File: src/rtl/ctrl_pkg.sv
// ctrl_pkg: opcodes, FSM state encoding and field helpers shared
// by the multi-cycle control unit and its opcode decoder.
package ctrl_pkg;

    localparam int INSTR_W = 16;

    localparam logic [3:0] OP_RTYPE = 4'h0;
    localparam logic [3:0] OP_LW    = 4'h1;
    localparam logic [3:0] OP_SW    = 4'h2;
    localparam logic [3:0] OP_BEQ   = 4'h3;
    localparam logic [3:0] OP_J     = 4'h4;
    localparam logic [3:0] OP_ADDI  = 4'h5;

    typedef enum logic [2:0] {
        S_FETCH  = 3'd0,
        S_DECODE = 3'd1,
        S_EXEC   = 3'd2,
        S_MEM    = 3'd3,
        S_WB     = 3'd4,
        S_HALT   = 3'd5
    } state_t;

    function automatic logic [3:0] opcode_of(input logic [INSTR_W-1:0] instr);
        return instr[15:12];
    endfunction

endpackage

File: src/rtl/ctrl_fsm_unit_decoder.sv
// ctrl_decoder: combinational opcode classifier feeding the control FSM.
// Unknown opcodes raise only is_illegal_o.
module ctrl_decoder
    import ctrl_pkg::*;
(
    input  logic [3:0] opcode_i,
    output logic       regdest_o,
    output logic       alusrc_o,
    output logic       memtoreg_o,
    output logic       is_mem_o,
    output logic       is_branch_o,
    output logic       is_jump_o,
    output logic       is_illegal_o
);

    // Map each opcode onto its level controls and instruction class
    always_comb begin
        regdest_o    = 1'b0;
        alusrc_o     = 1'b0;
        memtoreg_o   = 1'b0;
        is_mem_o     = 1'b0;
        is_branch_o  = 1'b0;
        is_jump_o    = 1'b0;
        is_illegal_o = 1'b0;
        case (opcode_i)
            OP_RTYPE: regdest_o = 1'b1;
            OP_LW: begin
                alusrc_o   = 1'b1;
                memtoreg_o = 1'b1;
                is_mem_o   = 1'b1;
            end
            OP_SW: begin
                alusrc_o = 1'b1;
                is_mem_o = 1'b1;
            end
            OP_BEQ:  is_branch_o = 1'b1;
            OP_J:    is_jump_o   = 1'b1;
            OP_ADDI: alusrc_o    = 1'b1;
            default: is_illegal_o = 1'b1;
        endcase
    end

endmodule

File: src/rtl/ctrl_fsm_unit.sv
// ctrl_fsm_unit: multi-cycle FETCH/DECODE/EXEC/MEM/WB control unit.
// Define CTRL_ILLEGAL_TRAP_EN to halt on illegal opcodes (else NOP).
module ctrl_fsm_unit
    import ctrl_pkg::*;
#(
    parameter int DATA_W        = 16,
    parameter int FETCH_TIMEOUT = 255
) (
    input  logic              clk,
    input  logic              reset,
    input  logic [DATA_W-1:0] instr_in,
    input  logic              instr_valid,
    output logic              fetch_req,
    input  logic              zero,
    output logic [DATA_W-1:0] instruct_reg,
    output logic              regdest,
    output logic              alusrc,
    output logic              memtoreg,
    output logic              regwrite,
    output logic              memread,
    output logic              memwrite,
    output logic              branch,
    output logic              jump,
    output logic              pc_en,
    output logic              timeout,
    output logic              illegal
);

    localparam logic [15:0] TO_LIM = 16'(FETCH_TIMEOUT);
    localparam bit          TO_ON  = (FETCH_TIMEOUT != 0);

    state_t            state_q;
    logic [DATA_W-1:0] instr_q;
    logic              fetch_req_q;
    logic              regdest_q;
    logic              alusrc_q;
    logic              memtoreg_q;
    logic              regwrite_q;
    logic              memread_q;
    logic              memwrite_q;
    logic              branch_q;
    logic              jump_q;
    logic              pc_en_q;
    logic              timeout_q;
    logic              illegal_q;
    logic [15:0]       cnt_q;
    logic [15:0]       cnt_d;

    logic [3:0] dec_op;
    logic       dec_regdest;
    logic       dec_alusrc;
    logic       dec_memtoreg;
    logic       dec_mem;
    logic       dec_branch;
    logic       dec_jump;
    logic       dec_illegal;
    logic       accept;
    logic       waiting;
    logic       to_hit;
    logic       trap_hit;
    logic       unused_zero;

    // Branch outcome is resolved in the data path, not here
    assign unused_zero = zero;

    // While fetching, classify the incoming word so levels land in DECODE
    assign dec_op = (state_q == S_FETCH) ? opcode_of(instr_in)
                                         : opcode_of(instr_q);

    ctrl_decoder u_dec (
        .opcode_i     (dec_op),
        .regdest_o    (dec_regdest),
        .alusrc_o     (dec_alusrc),
        .memtoreg_o   (dec_memtoreg),
        .is_mem_o     (dec_mem),
        .is_branch_o  (dec_branch),
        .is_jump_o    (dec_jump),
        .is_illegal_o (dec_illegal)
    );

    assign accept  = (state_q == S_FETCH) && fetch_req_q && instr_valid;
    assign waiting = (state_q == S_FETCH) && fetch_req_q && !instr_valid;

`ifdef CTRL_ILLEGAL_TRAP_EN
    assign trap_hit = dec_illegal;
`else
    assign trap_hit = 1'b0;
`endif

    // Fetch wait counter: runs only while a request is unanswered
    always_comb begin
        cnt_d  = '0;
        to_hit = 1'b0;
        if (waiting) begin
            cnt_d  = (cnt_q == TO_LIM) ? cnt_q : cnt_q + 16'd1;
            to_hit = TO_ON && ((cnt_q + 16'd1) == TO_LIM);
        end
    end

    // Control FSM; every output is registered for the state being entered
    always_ff @(posedge clk) begin
        if (reset) begin
            state_q     <= S_FETCH;
            instr_q     <= '0;
            fetch_req_q <= 1'b0;
            regdest_q   <= 1'b0;
            alusrc_q    <= 1'b0;
            memtoreg_q  <= 1'b0;
            regwrite_q  <= 1'b0;
            memread_q   <= 1'b0;
            memwrite_q  <= 1'b0;
            branch_q    <= 1'b0;
            jump_q      <= 1'b0;
            pc_en_q     <= 1'b0;
            timeout_q   <= 1'b0;
            illegal_q   <= 1'b0;
            cnt_q       <= '0;
        end else begin
            cnt_q      <= cnt_d;
            regwrite_q <= 1'b0;
            memwrite_q <= 1'b0;
            branch_q   <= 1'b0;
            jump_q     <= 1'b0;
            pc_en_q    <= 1'b0;
            if (to_hit) begin
                timeout_q <= 1'b1;
            end
            unique case (state_q)
                S_FETCH: begin
                    fetch_req_q <= 1'b1;
                    if (accept) begin
                        instr_q     <= instr_in;
                        state_q     <= S_DECODE;
                        fetch_req_q <= 1'b0;
                        regdest_q   <= dec_regdest;
                        alusrc_q    <= dec_alusrc;
                        memtoreg_q  <= dec_memtoreg;
                    end
                end
                S_DECODE: begin
                    if (trap_hit) begin
                        state_q     <= S_HALT;
                        illegal_q   <= 1'b1;
                        fetch_req_q <= 1'b0;
                    end else begin
                        state_q  <= S_EXEC;
                        branch_q <= dec_branch;
                        jump_q   <= dec_jump;
                        pc_en_q  <= dec_branch | dec_jump | dec_illegal;
                    end
                end
                S_EXEC: begin
                    if (dec_mem) begin
                        state_q    <= S_MEM;
                        memread_q  <= memtoreg_q;
                        memwrite_q <= ~memtoreg_q;
                        pc_en_q    <= ~memtoreg_q;
                    end else if (dec_branch | dec_jump | dec_illegal) begin
                        state_q     <= S_FETCH;
                        fetch_req_q <= 1'b1;
                        regdest_q   <= 1'b0;
                        alusrc_q    <= 1'b0;
                        memtoreg_q  <= 1'b0;
                    end else begin
                        state_q    <= S_WB;
                        regwrite_q <= 1'b1;
                        pc_en_q    <= 1'b1;
                    end
                end
                S_MEM: begin
                    memread_q <= 1'b0;
                    if (memtoreg_q) begin
                        state_q    <= S_WB;
                        regwrite_q <= 1'b1;
                        pc_en_q    <= 1'b1;
                    end else begin
                        state_q     <= S_FETCH;
                        fetch_req_q <= 1'b1;
                        regdest_q   <= 1'b0;
                        alusrc_q    <= 1'b0;
                        memtoreg_q  <= 1'b0;
                    end
                end
                S_WB: begin
                    state_q     <= S_FETCH;
                    fetch_req_q <= 1'b1;
                    regdest_q   <= 1'b0;
                    alusrc_q    <= 1'b0;
                    memtoreg_q  <= 1'b0;
                end
                S_HALT: begin
                    fetch_req_q <= 1'b0;
                end
                default: begin
                    state_q     <= S_FETCH;
                    fetch_req_q <= 1'b1;
                end
            endcase
        end
    end

    assign fetch_req    = fetch_req_q;
    assign instruct_reg = instr_q;
    assign regdest      = regdest_q;
    assign alusrc       = alusrc_q;
    assign memtoreg     = memtoreg_q;
    assign regwrite     = regwrite_q;
    assign memread      = memread_q;
    assign memwrite     = memwrite_q;
    assign branch       = branch_q;
    assign jump         = jump_q;
    assign pc_en        = pc_en_q;
    assign timeout      = timeout_q;
    assign illegal      = illegal_q;

endmodule

File: config.mk
export PLATFORM = sky130hd
export DESIGN_NAME = ctrl_fsm_unit
export DESIGN_NICKNAME = d
export VERILOG_FILES = /design/src/rtl/ctrl_pkg.sv /design/src/rtl/ctrl_fsm_unit_decoder.sv /design/src/rtl/ctrl_fsm_unit.sv
export SDC_FILE = /design/constraint.sdc
export NUM_CORES = 1
export LEC_CHECK = 0
export CORE_UTILIZATION = 25
export DETAILED_ROUTE_END_ITERATION = 7
export SYNTH_ARGS = -nofsm -noshare
export SYNTH_HDL_FRONTEND = slang
export SYNTH_SLANG_ARGS = --single-unit
File: constraint.sdc
create_clock -name clk -period 2.7 [get_ports clk]
set_input_delay 0.405 -clock clk [delete_from_list [all_inputs] [get_ports clk]]
set_output_delay 0.405 -clock clk [all_outputs]
set_load 0.03 [all_outputs]
=== After elaboration in Yosys (flattened, before gate mapping) ===
Cells that the tools add are included.

* Add/subtract/negate cells: 1
* $mul: 0
* Divide/modulo/power cells: 0
* $lt $le $gt $ge: 0
* Eq/ne operators: 17
* Shift operators: 0
* Multiplexer cells: 36
* Bitwise gates (word level): 8
* Reduce and logical (&&, ||, !) cells: 20

{| class="wikitable"
|+ Operators by type and width
! kind !! number
|-
| $eq A16 B8 Y1 const B || 2
|-
| $mux W1 || 23
|-
| $add A16 B1 Y16 const B || 1
|-
| $pmux W3 S5 || 1
|-
| $mux W3 || 4
|-
| $pmux W1 S4 || 3
|-
| $ne A2 B2 Y1 const B || 5
|-
| $eq A4 B2 Y1 const B || 2
|-
| $eq A4 B3 Y1 const B || 2
|-
| $reduce_and A4 Y1 || 2
|-
| $eq A3 B2 Y1 const B || 2
|-
| $eq A3 B3 Y1 const B || 2
|-
| $not A1 Y1 || 6
|-
| $reduce_and A2 Y1 || 3
|-
| $reduce_or A2 Y1 || 3
|-
| $reduce_or A3 Y1 || 2
|-
| $reduce_or A6 Y1 || 1
|-
| $pmux W1 S5 || 1
|-
| $reduce_and A5 Y1 || 1
|-
| $eq A4 B1 Y1 const B || 1
|-
| $logic_not A4 Y1 || 1
|-
| $mux W4 || 1
|-
| $pmux W1 S2 || 2
|-
| $reduce_bool A4 Y1 || 1
|-
| other kinds (7) || 10
|}

* Bits in registers: 46
* Latch bits: 0
* RAM bits: 0
* ROM bits: 0
* Bits of input ports: 20
* Output and inout port bits: 28
* Word-level logic and storage cells: 96
* Memories kept: 0

=== Logic depth before layout (Yosys ltp) ===
* Depth after elaboration: 9
* Gate-level depth with buffers: 9
* Depth with buffers taken out: 6

=== Cells and area by module ===
From an unflattened synthesis, not the netlist that was laid out.

* Cells, all modules: 281
* Area total of the unflattened synthesis: 2287.2 um2

{| class="wikitable"
|+ Modules (own cells, without submodules)
! module !! times used !! cells an instance !! area each (um2) !! seq. area each (um2)
|-
| ctrl_fsm_unit || 1 || 270 || 2204.6 || 920.9
|-
| ctrl_decoder || 1 || 11 || 82.6 || 0.0
|}

=== Least setup slack after synthesis ===
Ideal clock, no wire load.

* Kind: flip-flop to flip-flop
* Start: register cnt_q[0]
* End: register cnt_q[11]
* Setup time: 0.115 ns
* Data arrival time: 1.774 ns
* Data required time: 2.585 ns
* Slack: 0.812 ns
* Cell stages (with the launch flop): 10
* Path buffers: 3
* Period minus slack after synthesis: 1.888 ns
* Path through: dfxtp_1 > ha_1 > buf_2 > nor4b_1 > nand2_1 > or4_1 > buf_4 > nand2b_2 > buf_6 > nor2_1

* Longest elaborated chain between the ends: 1
* Elaborated cells between the ends (all ways): 2
* Classes of those cells: add/sub: 1; eq/ne: 1

{| class="wikitable"
|+ RTL lines
! element !! line !! text
|-
| from (decl) || ctrl_fsm_unit.sv:46 || <nowiki>logic [15:0] cnt_q;</nowiki>
|-
| from (signal assigned) || ctrl_fsm_unit.sv:119 || <nowiki>cnt_q <= cnt_d;</nowiki>
|-
| $add A16 B1 Y16 / $eq A16 B8 Y1 (equally long branches) || ctrl_fsm_unit.sv:95 || <nowiki>cnt_d = (cnt_q == TO_LIM) ? cnt_q : cnt_q + 16'd1;</nowiki>
|}

Parallel ways exist; a longest one is shown, timed or not.
A chain may end at the register's enable or synchronous reset.

=== Worst setup path in the final report ===
* Start: register cnt_q[0]
* End: register cnt_q[14]

Same word-level chain as after synthesis.

==> run_results.csv <==
group,metric,value,unit
status,status,"finished with violations",
status,violations,"design-rule violations",
global_routing,antenna_found_initial,0,
floorplanning,fp.dieW,97.9,um
timing,rsz0062_at_grt,"no",
pwr,finalPower,1.44,mW
clock_tree,cts_hold_buf,0,
timing,hold_viol_final,0,
pwr,switching_power,0.371,mW
timing,finalSetupTns,0,ns
timing,finalClockSkew,0.00463,ns
worst_setup_path,rr_endpoint,"cnt_q[14]$_SDFFE_PP0P_",
timing,slew_headroom,57.3,%
hold_path,hold_class,"register to register",
floorplanning,fp.dieArea,9580,um^2
worst_setup_path,critPathSlowestCell,"or4_1",
cells_and_area,num_antenna_cells,0,
synth,synth_warnings,0,
worst_setup_path,reg2reg_setup_slack,0.45,ns
synth,ys.flop_type,"dfxtp_1",
synth,syn_area,2300,um^2
worst_setup_path,cp_max_fo,10,
clock_tree,cts_buffers,5,
floorplanning,ioPinCount,48,
cells_and_area,fin_nets,339,
global_routing,grt_pass1_wl,8.88,mm
worst_setup_path,cp_data_arrival_time,2.45,ns
hold_path,hold_depth,2,
timing,final-max-slew-violation-count,0,
timing,tightest_slew,0.639,ns
detailed_routing,drt-pass1-iter-count,6,
detailed_routing,wl_per_cell,12.0,um
synth,ys_seq_area_share,40.1,%
synth,yosysTopAreaCellShare,40.1,%
worst_setup_path,endpoint_kind,"register",
worst_setup_path,path_class,"register to register",
synth,netlist_instances,283,
placement,gp_congestion,0.797,
clock_tree,worstSkewPairLatency,0.30,ns
detailed_routing,routed-via-count,2019,
floorplanning,start_util,26.1,%
cells_and_area,post-route-cell-area,2910,um^2
worst_setup_path,crit_required,2.89,ns
clock_tree,cts_resized,0,
clock_tree,postCtsSetupBuffers,0,
timing,finalCritPeriodShare,83.4,%
detailed_routing,finalWirelength,5.11,mm
floorplanning,core_area,8810,um^2
synth,synth.distinct_cells,50,
placement,port_buffers,45,
clock_tree,cts_tree,"built",
global_routing,grt_max_degree,20,
hold_path,hold_start,"instruct_reg[7]$_SDFFE_PP0P_",
worst_setup_path,start_kind,"register",
worst_setup_path,crit_chain,"ha_1 > nor4b_1 > nand2_1 > or4_1 > nand2b_2 > nor2_1",
floorplanning,row_count,34,
synth,synth_edf_count,0,
synth,syn_area_per_cell,8.12,um^2
detailed_routing,viasPerCell,4.74,
global_routing,grt_overflow,0,
pwr,p_int,1.07,mW
cells_and_area,areaGrowthSynthToFinish,26.5,%
global_routing,grt_use_total,11.2,%
synth,yosys.area.top_type,"dfxtp_1",
floorplanning,die_h,97.9,um
worst_setup_path,ff2ff_path_depth,6,
worst_setup_path,critPathMaxStageDelay,0.63,ns
clock_tree,clockBufferDepth,2,
synth,synthArstFlopShare,0,%
detailed_routing,drt-initial-drc-count,84,
pwr,clkPwrFrac,35.4,%
detailed_routing,drtAntennaViolNets,0,
pwr,p_per_area,495,nW/um^2
synth,synth.area.top_cells,"dfxtp_1 40%, nand2_1 7.0%, a21oi_1 5.9%",
clock_tree,cts.sinks,46,
synth,syn_nets,305,
pwr,pwr-share-seq,50.2,%
synth,ys_seq_elements,46,
hold_path,whs_endpoint,"instruct_reg[7]$_SDFFE_PP0P_",
pwr,comb_power_share,14.4,%
timing,fin_crit,2.25,ns
placement,dp_hpwl,3.65,mm
pwr,ir_drop,225,uV
detailed_routing,drc,3,
timing,finalSetupViolCount,0,
pwr,swShare,25.8,%
flow_run,maxCapViolCount,0,
timing,fmax,444,MHz
clock_tree,path_clk_slew,0.09,ns
worst_setup_path,r2r_start,"cnt_q[0]$_SDFFE_PP0P_",
placement,place_area,2800,um^2
pwr,p_leak,0.912,nW
clock_tree,cts_max_level,2,
global_routing,first_global_vias,1912,
cells_and_area,drive_gt1_share,6.92,%
clock_tree,cts_root_buffer,"clkbuf_8",
cell usage after synthesis (5+ instances only):
library cell and number:
a21oi_1 27, a31oi_1 5, buf_2 9, clkbuf_1 7, dfxtp_1 46, inv_1 7
mux2i_1 6, nand2_1 43, nand2b_1 5, nand3_1 12, nand4_1 6, nor2_1 29
nor3_1 7, nor3b_1 5, xnor2_1 11, xor2_1 6
per-stage QoR:
stage	setup slack (ns)	std cells	hold slack [ns]	utilization, %
4_1_cts	0.445	426	0.466	33.0
2_1_floorplan	0.812	283	0.515	-
3_5_place_dp	0.465	418	0.449	31.8
6_report	0.449	426	0.460	33.0
5_1_grt	0.240	426	0.483	33.0
3_3_place_gp	0.498	418	0.444	31.8
logic make-up (layout without fill, tap and decap cells):
kind of cell	after synthesis	count (layout)	synth area share, %
and+or+nand+nor	128	128	28.4
AOI/OAI and AO/OA	53	53	14.3
DFF	46	46	40.1
buffers and inverters	28	63	5.93
xor gates and xnor gates	17	17	6.48
muxes	8	8	3.59
adders and majority gates	2	2	1.09
other	1	1	0.163
critical path: cells and delay by family (launching register included):
family                   cells  cell delay [ns]
AND/OR/NAND/NOR              5             1.30
adder cells (fa/ha/maj)      1             0.38
flip-flops                   1             0.46
how the worst max path moves through the flow:
stage / slack (ns) / depth (start not counted) / endpoint / start
floorplan: 0.81 / 9 / cnt_q[11]$_SDFFE_PP0P_ / cnt_q[0]$_SDFFE_PP0P_
global placement: 0.50 / 6 / cnt_q[13]$_SDFFE_PP0P_ / cnt_q[0]$_SDFFE_PP0P_
detailed placement: 0.47 / 6 / cnt_q[14]$_SDFFE_PP0P_ / cnt_q[0]$_SDFFE_PP0P_
CTS: 0.44 / 6 / cnt_q[14]$_SDFFE_PP0P_ / cnt_q[0]$_SDFFE_PP0P_
global route: 0.24 / 6 / cnt_q[14]$_SDFFE_PP0P_ / cnt_q[0]$_SDFFE_PP0P_
finish: 0.45 / 6 / cnt_q[14]$_SDFFE_PP0P_ / cnt_q[0]$_SDFFE_PP0P_
cells in the final DEF (no fill, tap or decap), types with 6 or more instances in the layout:
cell type        synthesis  layout
dfxtp_1                 46      46
clkdlybuf4s50_1          0      45
nand2_1                 43      43
nor2_1                  29      29
a21oi_1                 27      27
nand3_1                 12      12
xnor2_1                 11      11
inv_1                    7       7
nor3_1                   7       7
mux2i_1                  6       6
xor2_1                   6       6
nand4_1                  6       6
power groups by stage:
stage,logic (mW),clock network [mW],registers (mW)
3_3_place_gp,0.206,0,0.737
6_report,0.207,0.508,0.723
3_5_place_dp,0.208,0,0.738
2_1_floorplan,0.104,0,0.759
4_1_cts,0.210,0.533,0.723
5_1_grt,0.228,0.564,0.726
final cells by class:
class / count / area [um^2]
timing repair buffer: 48 / 473
fill: 915 / 5900
multi-input combinational: 209 / 1240
sequential: 46 / 921
tap: 108 / 135
inverter: 7 / 26.3
clock buffer: 6 / 72.6
clock inverter: 2 / 37.5
layer usage:
metal | GRT usage, % | share of wire (%) | vias to the layer above
met3 | 2.29 | 3.6 | 7
met5 | 0 | 0 | -
met2 | 19.3 | 47 | 34
li1 | - | - | 1050
met1 | 13.8 | 48 | 928
met4 | 4.20 | 1.5 | 0
No activity file was read; power rests on OpenSTA's default activity.
